--- src/rtl/assoc_cache_if.sv ---
// Request/response handshake used on both sides of the cache: the requester
// holds read_request/write_request until the one-cycle response pulse.
interface assoc_cache_if #(
  parameter int ADDR_WIDTH = 16,
  parameter int DATA_WIDTH = 32
);
  logic                  read_request;
  logic                  write_request;
  logic [ADDR_WIDTH-1:0] addr;
  logic [DATA_WIDTH-1:0] write_data;
  logic                  response;
  logic [DATA_WIDTH-1:0] read_data;

  modport master (
    output read_request, write_request, addr, write_data,
    input  response, read_data
  );

  modport slave (
    input  read_request, write_request, addr, write_data,
    output response, read_data
  );
endinterface

--- src/rtl/assoc_cache.sv ---
// N-way set-associative cache, one word per line, round-robin replacement,
// write-back/write-allocate or write-through/no-allocate, saturating hit/miss counters.
module assoc_cache #(
  parameter int CACHE_SIZE    = 32,
  parameter int WAYS          = 2,
  parameter int DATA_WIDTH    = 32,
  parameter int ADDR_WIDTH    = 16,
  parameter int WRITE_BACK    = 1,
  parameter int COUNTER_WIDTH = 16
) (
  input  logic                     clk,
  input  logic                     rst,
  assoc_cache_if.slave             up,
  assoc_cache_if.master            mem,
  output logic [COUNTER_WIDTH-1:0] hit_count,
  output logic [COUNTER_WIDTH-1:0] miss_count
);
  localparam int SETS       = CACHE_SIZE / WAYS;
  localparam int INDEX_BITS = $clog2(SETS);
  localparam int TAG_BITS   = ADDR_WIDTH - INDEX_BITS;
  localparam int WAY_BITS   = (WAYS > 1) ? $clog2(WAYS) : 1;
  localparam bit WB         = (WRITE_BACK != 0);

  typedef enum logic [2:0] {IDLE, COMPARE, WRITEBACK, FILL, MEMWRITE, RESPOND} state_t;
  state_t state, next_state;

  logic [TAG_BITS-1:0]   tag_mem    [SETS][WAYS];
  logic [DATA_WIDTH-1:0] data_mem   [SETS][WAYS];
  logic [WAYS-1:0]       valid      [SETS];
  logic [WAYS-1:0]       dirty      [SETS];
  logic [WAY_BITS-1:0]   victim_ptr [SETS];

  logic [ADDR_WIDTH-1:0] req_addr;
  logic [DATA_WIDTH-1:0] req_data;
  logic                  req_write;
  logic [WAY_BITS-1:0]   victim_way;
  logic [DATA_WIDTH-1:0] read_data_q;

  logic [INDEX_BITS-1:0] index;
  logic [TAG_BITS-1:0]   tag;
  assign index = req_addr[INDEX_BITS-1:0];
  assign tag   = req_addr[ADDR_WIDTH-1:INDEX_BITS];

  logic                hit;
  logic [WAY_BITS-1:0] hit_way;
  logic [WAY_BITS-1:0] victim_sel;
  logic                victim_dirty;
  logic [WAY_BITS-1:0] next_ptr;

  // Descending scan so the lowest-numbered invalid way overrides the pointer.
  always_comb begin
    hit        = 1'b0;
    hit_way    = '0;
    victim_sel = victim_ptr[index];
    for (int w = WAYS - 1; w >= 0; w--) begin
      if (valid[index][WAY_BITS'(w)] && (tag_mem[index][WAY_BITS'(w)] == tag)) begin
        hit     = 1'b1;
        hit_way = WAY_BITS'(w);
      end
      if (!valid[index][WAY_BITS'(w)]) victim_sel = WAY_BITS'(w);
    end
  end

  assign victim_dirty = WB && valid[index][victim_sel] && dirty[index][victim_sel];
  assign next_ptr     = (victim_ptr[index] == WAY_BITS'(WAYS - 1)) ? '0
                                                                   : victim_ptr[index] + WAY_BITS'(1);

  logic                  install;
  logic                  install_dirty;
  logic [WAY_BITS-1:0]   install_way;
  logic [DATA_WIDTH-1:0] install_data;
  logic                  hit_write;

  always_comb begin
    install       = 1'b0;
    install_dirty = 1'b0;
    install_way   = victim_way;
    install_data  = req_data;
    hit_write     = 1'b0;
    case (state)
      COMPARE: begin
        if (hit) begin
          hit_write = req_write;
        end else if (req_write && WB && !victim_dirty) begin
          install       = 1'b1;
          install_dirty = 1'b1;
          install_way   = victim_sel;
        end
      end
      WRITEBACK: begin
        if (mem.response && req_write) begin
          install       = 1'b1;
          install_dirty = 1'b1;
        end
      end
      FILL: begin
        if (mem.response) begin
          install      = 1'b1;
          install_data = mem.read_data;
        end
      end
      default: ;
    endcase
  end

  always_ff @(posedge clk) begin
    if (install) begin
      tag_mem[index][install_way]  <= tag;
      data_mem[index][install_way] <= install_data;
    end else if (hit_write) begin
      data_mem[index][hit_way] <= req_data;
    end
  end

  // The install update sits after the case so an allocating write-back keeps its new dirty bit.
  always_ff @(posedge clk) begin
    if (rst) begin
      for (int s = 0; s < SETS; s++) begin
        valid[s]      <= '0;
        dirty[s]      <= '0;
        victim_ptr[s] <= '0;
      end
      req_addr    <= '0;
      req_data    <= '0;
      req_write   <= 1'b0;
      victim_way  <= '0;
      read_data_q <= '0;
      hit_count   <= '0;
      miss_count  <= '0;
    end else begin
      case (state)
        IDLE: begin
          if (up.read_request || up.write_request) begin
            req_addr  <= up.addr;
            req_data  <= up.write_data;
            req_write <= up.write_request;
          end
        end
        COMPARE: begin
          victim_way <= victim_sel;
          if (hit) begin
            if (hit_count != '1) hit_count <= hit_count + COUNTER_WIDTH'(1);
            if (req_write) begin
              if (WB) dirty[index][hit_way] <= 1'b1;
            end else begin
              read_data_q <= data_mem[index][hit_way];
            end
          end else if (miss_count != '1) begin
            miss_count <= miss_count + COUNTER_WIDTH'(1);
          end
        end
        WRITEBACK: if (mem.response) dirty[index][victim_way] <= 1'b0;
        FILL:      if (mem.response) read_data_q <= mem.read_data;
        default: ;
      endcase
      if (install) begin
        valid[index][install_way] <= 1'b1;
        dirty[index][install_way] <= install_dirty;
        victim_ptr[index]         <= next_ptr;
      end
    end
  end

  always_ff @(posedge clk) begin
    if (rst) state <= IDLE;
    else     state <= next_state;
  end

  always_comb begin
    next_state = state;
    case (state)
      IDLE:    if (up.read_request || up.write_request) next_state = COMPARE;
      COMPARE: begin
        if (req_write && !WB)  next_state = MEMWRITE;
        else if (hit)          next_state = RESPOND;
        else if (victim_dirty) next_state = WRITEBACK;
        else if (req_write)    next_state = RESPOND;
        else                   next_state = FILL;
      end
      WRITEBACK: if (mem.response) next_state = req_write ? RESPOND : FILL;
      FILL:      if (mem.response) next_state = RESPOND;
      MEMWRITE:  if (mem.response) next_state = RESPOND;
      RESPOND:   next_state = IDLE;
      default:   next_state = IDLE;
    endcase
  end

  logic                  resp_o;
  logic                  mem_rd_o;
  logic                  mem_wr_o;
  logic [ADDR_WIDTH-1:0] mem_addr_o;
  logic [DATA_WIDTH-1:0] mem_wdata_o;

  always_comb begin
    resp_o      = 1'b0;
    mem_rd_o    = 1'b0;
    mem_wr_o    = 1'b0;
    mem_addr_o  = '0;
    mem_wdata_o = '0;
    case (state)
      WRITEBACK: begin
        mem_wr_o    = 1'b1;
        mem_addr_o  = {tag_mem[index][victim_way], index};
        mem_wdata_o = data_mem[index][victim_way];
      end
      FILL: begin
        mem_rd_o   = 1'b1;
        mem_addr_o = req_addr;
      end
      MEMWRITE: begin
        mem_wr_o    = 1'b1;
        mem_addr_o  = req_addr;
        mem_wdata_o = req_data;
      end
      RESPOND: resp_o = 1'b1;
      default: ;
    endcase
  end

  assign up.response       = resp_o;
  assign up.read_data      = read_data_q;
  assign mem.read_request  = mem_rd_o;
  assign mem.write_request = mem_wr_o;
  assign mem.addr          = mem_addr_o;
  assign mem.write_data    = mem_wdata_o;
endmodule
--- src/flat_wrapper.sv ---
// flat-port wrapper written by rule: the top's interface ports become plain ports
module assoc_cache_flat 
#(
  parameter int CACHE_SIZE    = 32,
  parameter int WAYS          = 2,
  parameter int DATA_WIDTH    = 32,
  parameter int ADDR_WIDTH    = 16,
  parameter int WRITE_BACK    = 1,
  parameter int COUNTER_WIDTH = 16
)
  (clk, rst, hit_count, miss_count, up_read_request, up_write_request, up_addr, up_write_data, up_response, up_read_data, mem_read_request, mem_write_request, mem_addr, mem_write_data, mem_response, mem_read_data);
  assoc_cache_if #(.ADDR_WIDTH(ADDR_WIDTH), .DATA_WIDTH(DATA_WIDTH)) up_i ();
  assoc_cache_if #(.ADDR_WIDTH(ADDR_WIDTH), .DATA_WIDTH(DATA_WIDTH)) mem_i ();
  input  logic clk;
  input  logic rst;
  output logic [COUNTER_WIDTH-1:0] hit_count;
  output logic [COUNTER_WIDTH-1:0] miss_count;
  input wire logic [$bits(up_i.read_request)-1:0] up_read_request;
  input wire logic [$bits(up_i.write_request)-1:0] up_write_request;
  input wire logic [$bits(up_i.addr)-1:0] up_addr;
  input wire logic [$bits(up_i.write_data)-1:0] up_write_data;
  output wire logic [$bits(up_i.response)-1:0] up_response;
  output wire logic [$bits(up_i.read_data)-1:0] up_read_data;
  output wire logic [$bits(mem_i.read_request)-1:0] mem_read_request;
  output wire logic [$bits(mem_i.write_request)-1:0] mem_write_request;
  output wire logic [$bits(mem_i.addr)-1:0] mem_addr;
  output wire logic [$bits(mem_i.write_data)-1:0] mem_write_data;
  input wire logic [$bits(mem_i.response)-1:0] mem_response;
  input wire logic [$bits(mem_i.read_data)-1:0] mem_read_data;
  assign up_i.read_request = up_read_request;
  assign up_i.write_request = up_write_request;
  assign up_i.addr = up_addr;
  assign up_i.write_data = up_write_data;
  assign up_response = up_i.response;
  assign up_read_data = up_i.read_data;
  assign mem_read_request = mem_i.read_request;
  assign mem_write_request = mem_i.write_request;
  assign mem_addr = mem_i.addr;
  assign mem_write_data = mem_i.write_data;
  assign mem_i.response = mem_response;
  assign mem_i.read_data = mem_read_data;
  assoc_cache #(.CACHE_SIZE(CACHE_SIZE), .WAYS(WAYS), .DATA_WIDTH(DATA_WIDTH), .ADDR_WIDTH(ADDR_WIDTH), .WRITE_BACK(WRITE_BACK), .COUNTER_WIDTH(COUNTER_WIDTH)) u_core (.clk(clk), .rst(rst), .up(up_i), .mem(mem_i), .hit_count(hit_count), .miss_count(miss_count));
endmodule
--- config.mk ---
export PLATFORM = sky130hd
export DESIGN_NAME = assoc_cache_flat
export DESIGN_NICKNAME = d
export VERILOG_FILES = /design/src/rtl/assoc_cache_if.sv /design/src/rtl/assoc_cache.sv /design/src/flat_wrapper.sv
export SDC_FILE = /design/constraint.sdc
export NUM_CORES = 2
export LEC_CHECK = 0
export BUFFER_PORTS_ARGS = -buffer_cell sky130_fd_sc_hd__buf_4
export CAP_MARGIN = 20
export CORE_ASPECT_RATIO = 0.8
export CORE_MARGIN = 8
export CORE_UTILIZATION = 25
export CTS_BUF_LIST = sky130_fd_sc_hd__clkbuf_4 sky130_fd_sc_hd__clkbuf_8 sky130_fd_sc_hd__clkbuf_16
export DETAILED_ROUTE_END_ITERATION = 10
export PLACE_DENSITY = 0.4
export SLEW_MARGIN = 20
export SYNTH_ARGS = -nofsm -noshare
export SYNTH_HDL_FRONTEND = slang
export SYNTH_SLANG_ARGS = --single-unit
--- constraint.sdc ---
create_clock -name clk -period 5.26 [get_ports clk]
set_input_delay 0.263 -clock clk [delete_from_list [all_inputs] [get_ports clk]]
set_output_delay 0.263 -clock clk [all_outputs]
set_load 0.03 [all_outputs]
==> flow_metrics.py <==
metrics = {
    "sta": {
        "slew_violations": 0,
        "fin_setup_tns_ns": 0,
        "max-slew-margin-rel": 0.220,
        "worst_pin_slew_ns": 1.17,
        "max_freq_ghz": 0.200,
        "holdWs_ns": 0.112,
        "finalWorstSetupSlack_ns": 0.259,
        "skew_ns": 0.0794,
        "hold_violations": 0,
        "grt_setup_unrepaired": "no",
        "fin_crit_sh": 0.951,
        "setup_viol": 0,
        "layout_min_cycle_time_ns": 5.00,
    },
    "final_layout": {
        "design_area_mm2": 0.0777,
        "stdcell_count": 7420,
        "area_delta_synth_final_pct": 20.3,
        "final_cell_mix": "edfxtp_1, mux4_2, buf_4",
        "final_common_cell": "edfxtp_1",
        "fin_nets": 3910,
        "drive_gt1_frac": 0.294,
    },
    "floorplan": {
        "dieHeight_um": 471,
        "die_area_mm2": 0.275,
        "core_mm2": 0.258,
        "start_util": 0.250,
        "ios": 200,
        "std_cell_rows": 167,
        "die_x_um": 584,
    },
    "logic_synthesis": {
        "netlist_area_mm2": 0.0646,
        "synth_edf_count": 1456,
        "ys_seq_elements": 1609,
        "yosysUniqueCellTypes": 75,
        "avgSynthCellArea_um2": 18.7,
        "synthArstFlopShare": 0,
        "yosysSeqAreaShare": 0.725,
        "synthCells": 3454,
        "syn_nets": 3541,
        "yosys_warnings": 0,
        "synthFlopType": "edfxtp_1",
    },
    "pwr": {
        "p_per_area_mw_per_mm2": 393,
        "p_leak_nw": 24.2,
        "vdd_drop_max_v": 0.000235,
    },
    "detailed_routing": {
        "drtIter0Drc": 3204,
        "wl_per_cell_um": 27.4,
        "totalWireLength_mm": 203,
        "first_pass_iters": 8,
        "drc": 0,
        "viasPerCell": 4.65,
        "postRouteAntennaNets": 0,
        "vias": 34500,
    },
    "worst_setup_path": {
        "cp_max_fo": 98,
        "cp_data_arrival_time_ns": 4.74,
        "timing.reg2reg.setup_slack_ns": 0.41,
        "critPathMaxStageDelay_ns": 0.64,
        "cp-end-kind": "primary output",
        "r2r.worst_path.cells": 11,
        "start_kind": "flip-flop",
        "crit_top_cell": "buf_12",
        "slowest_stage": "dfxtp_4",
        "timing.rr.end": "u_core.data_mem[4][17]",
        "crit_required_ns": 5.00,
        "crit_type": "flip-flop to primary output",
        "path_cells": "buf_12 -> buf_12 -> buf_12 -> mux4_2 -> mux4_2 -> mux2i_1 -> o21ai_0 -> buf_4",
    },
    "clocking": {
        "clkTransAtPathRegs_ns": 0.06,
        "cts_num_sinks": 1609,
        "htree_levels": 4,
        "cts_tree": "yes",
        "cts_buffers": 173,
        "cts_max_path_buffers": 4,
        "clk_latency_ns": 0.81,
        "cts_root_buf": "clkbuf_16",
    },
    "global_route": {
        "grt_pass1_vias": 35200,
        "grt.overflow.total": 0,
        "antenna_found_initial": 23,
        "grt_pass1_wl_mm": 285,
        "grt_max_degree": 99,
        "track_usage": 0.144,
    },
    "placed_design": {
        "dp_hpwl_mm": 132,
        "gp_congestion": 0.737,
        "portBuffers": 199,
        "place_ws_ns": 0.538,
        "placed_cells": 7029,
        "dpl_cell_area_mm2": 0.0713,
    },
    "min_path": {
        "hold_path.startpoint": "mem_read_data[2]",
        "holdPathStages": 4,
        "hold_class": "input pin to flip-flop",
        "worstHoldEndpoint": "u_core.up.read_data[2]",
    },
    "status": {
        "status": "complete, no violations",
    },
    "flow_run": {
        "cap_violations": 0,
    },
}
==> worst max-delay path, delay by kind of cell, from the launching register on <==
family	cells	cell delay (ns)
DFF	1	0.64
muxes	3	1.37
buffers and inverters	4	1.45
AOI/OAI and AO/OA	1	0.25
==> routing by layer <==
layer  GRT usage  up-vias  wire, um
li1            -    14800         -
met1       0.215    18400     98000
met2       0.215      977     89900
met3      0.0267      269     10800
met4      0.0335        6      4610
met5     0.00332        -       128
==> final cells by class <==
cell class	count	area (um^2)
Multi-Input combinational cell	1601	17000
Tap cell	3464	4330
Fill cell	25300	180000
Inverter	20	75.1
Antenna cell	6	15.0
Sequential cell	1609	46800
Clock buffer	230	4830
Timing Repair Buffer	418	3960
Clock inverter	72	612
==> Yosys cell counts, types with 41 or more instances <==
master	instances	area (um^2)
edfxtp_1	1456	43700
mux4_2	421	9480
nand2_1	284	1070
dfxtp_1	153	3060
nor2_1	132	495
clkbuf_1	131	492
a21oi_1	123	616
mux2i_1	90	901
mux2_2	72	811
buf_2	65	325
nand3_1	57	285
o21ai_0	52	260
a22o_1	41	359
==> kinds of logic (layout without fill, tap and decap cells) <==
kind of cell	count (synthesis)	count (layout)	synth area share
XOR/XNOR	9	9	0.00134
buffers and inverters	244	740	0.0162
adder cells (fa/ha/maj)	2	2	0.000387
other	0	6	0
AND/OR/NAND/NOR	618	618	0.0437
multiplexers	588	588	0.174
AO/OA/AOI/OAI	384	384	0.0396
flip-flops	1609	1609	0.725
==> sequential cells by signal (all words and copies together), names as in the netlist, named ones only <==
signal / cells
u_core.req_addr: 16
u_core.hit_count: 16
u_core.state: 3
u_core.req_data: 32
u_core.victim_way: 1
u_core.tag_mem: 384
u_core.dirty: 32
u_core.up.read_data: 32
u_core.req_write: 1
u_core.miss_count: 16
u_core.victim_ptr: 16
u_core.data_mem: 1024
u_core.valid: 32
==> power by group <==
group          switching, mW  internal (mW)  leakage (nW)  total [mW]
Sequential             0.175           14.4          14.7        14.6
Combinational           2.60           1.40          6.83        4.00
Clock                   5.05           6.93          2.73        12.0
Total                   7.83           22.7          24.2        30.5
==> stage by stage <==
step / power [mW] / utilization
finish: 30.5 / 0.301
CTS: 31.0 / 0.301
global placement: 18.9 / 0.277
floorplan: 17.0 / -
detailed placement: 18.9 / 0.277
global route: 31.7 / 0.301
==> what timing repair did <==
| item | in CTS | in global routing |
|---|---|---|
| hold buffers | 83 | 0 |
| resized for setup | 1 | 1 |
| buffers inserted | 0 | 1 |
| endpoints found under the setup margin | 3 | 2 |
| endpoints found under the hold margin | 96 | 0 |
| gates cloned | 0 | 0 |
==> worst max-delay path by stage <==
| stage | end | startpoint | depth (start not counted) | slack [ns] |
|---|---|---|---|---|
| final | mem_write_data[22] | flip-flop | 8 | 0.26 |
| after global routing | mem_write_data[22] | flip-flop | 8 | 0.07 |
| after CTS | mem_write_data[22] | flip-flop | 7 | 0.06 |
| after detailed placement | u_core.data_mem[4][15] | flip-flop | 12 | 0.54 |
| after global placement | u_core.data_mem[4][15] | flip-flop | 12 | 0.54 |
| after floorplan | u_core.data_mem[15][0] | flip-flop | 12 | 0.26 |
(Power assumes the default switching activity.)
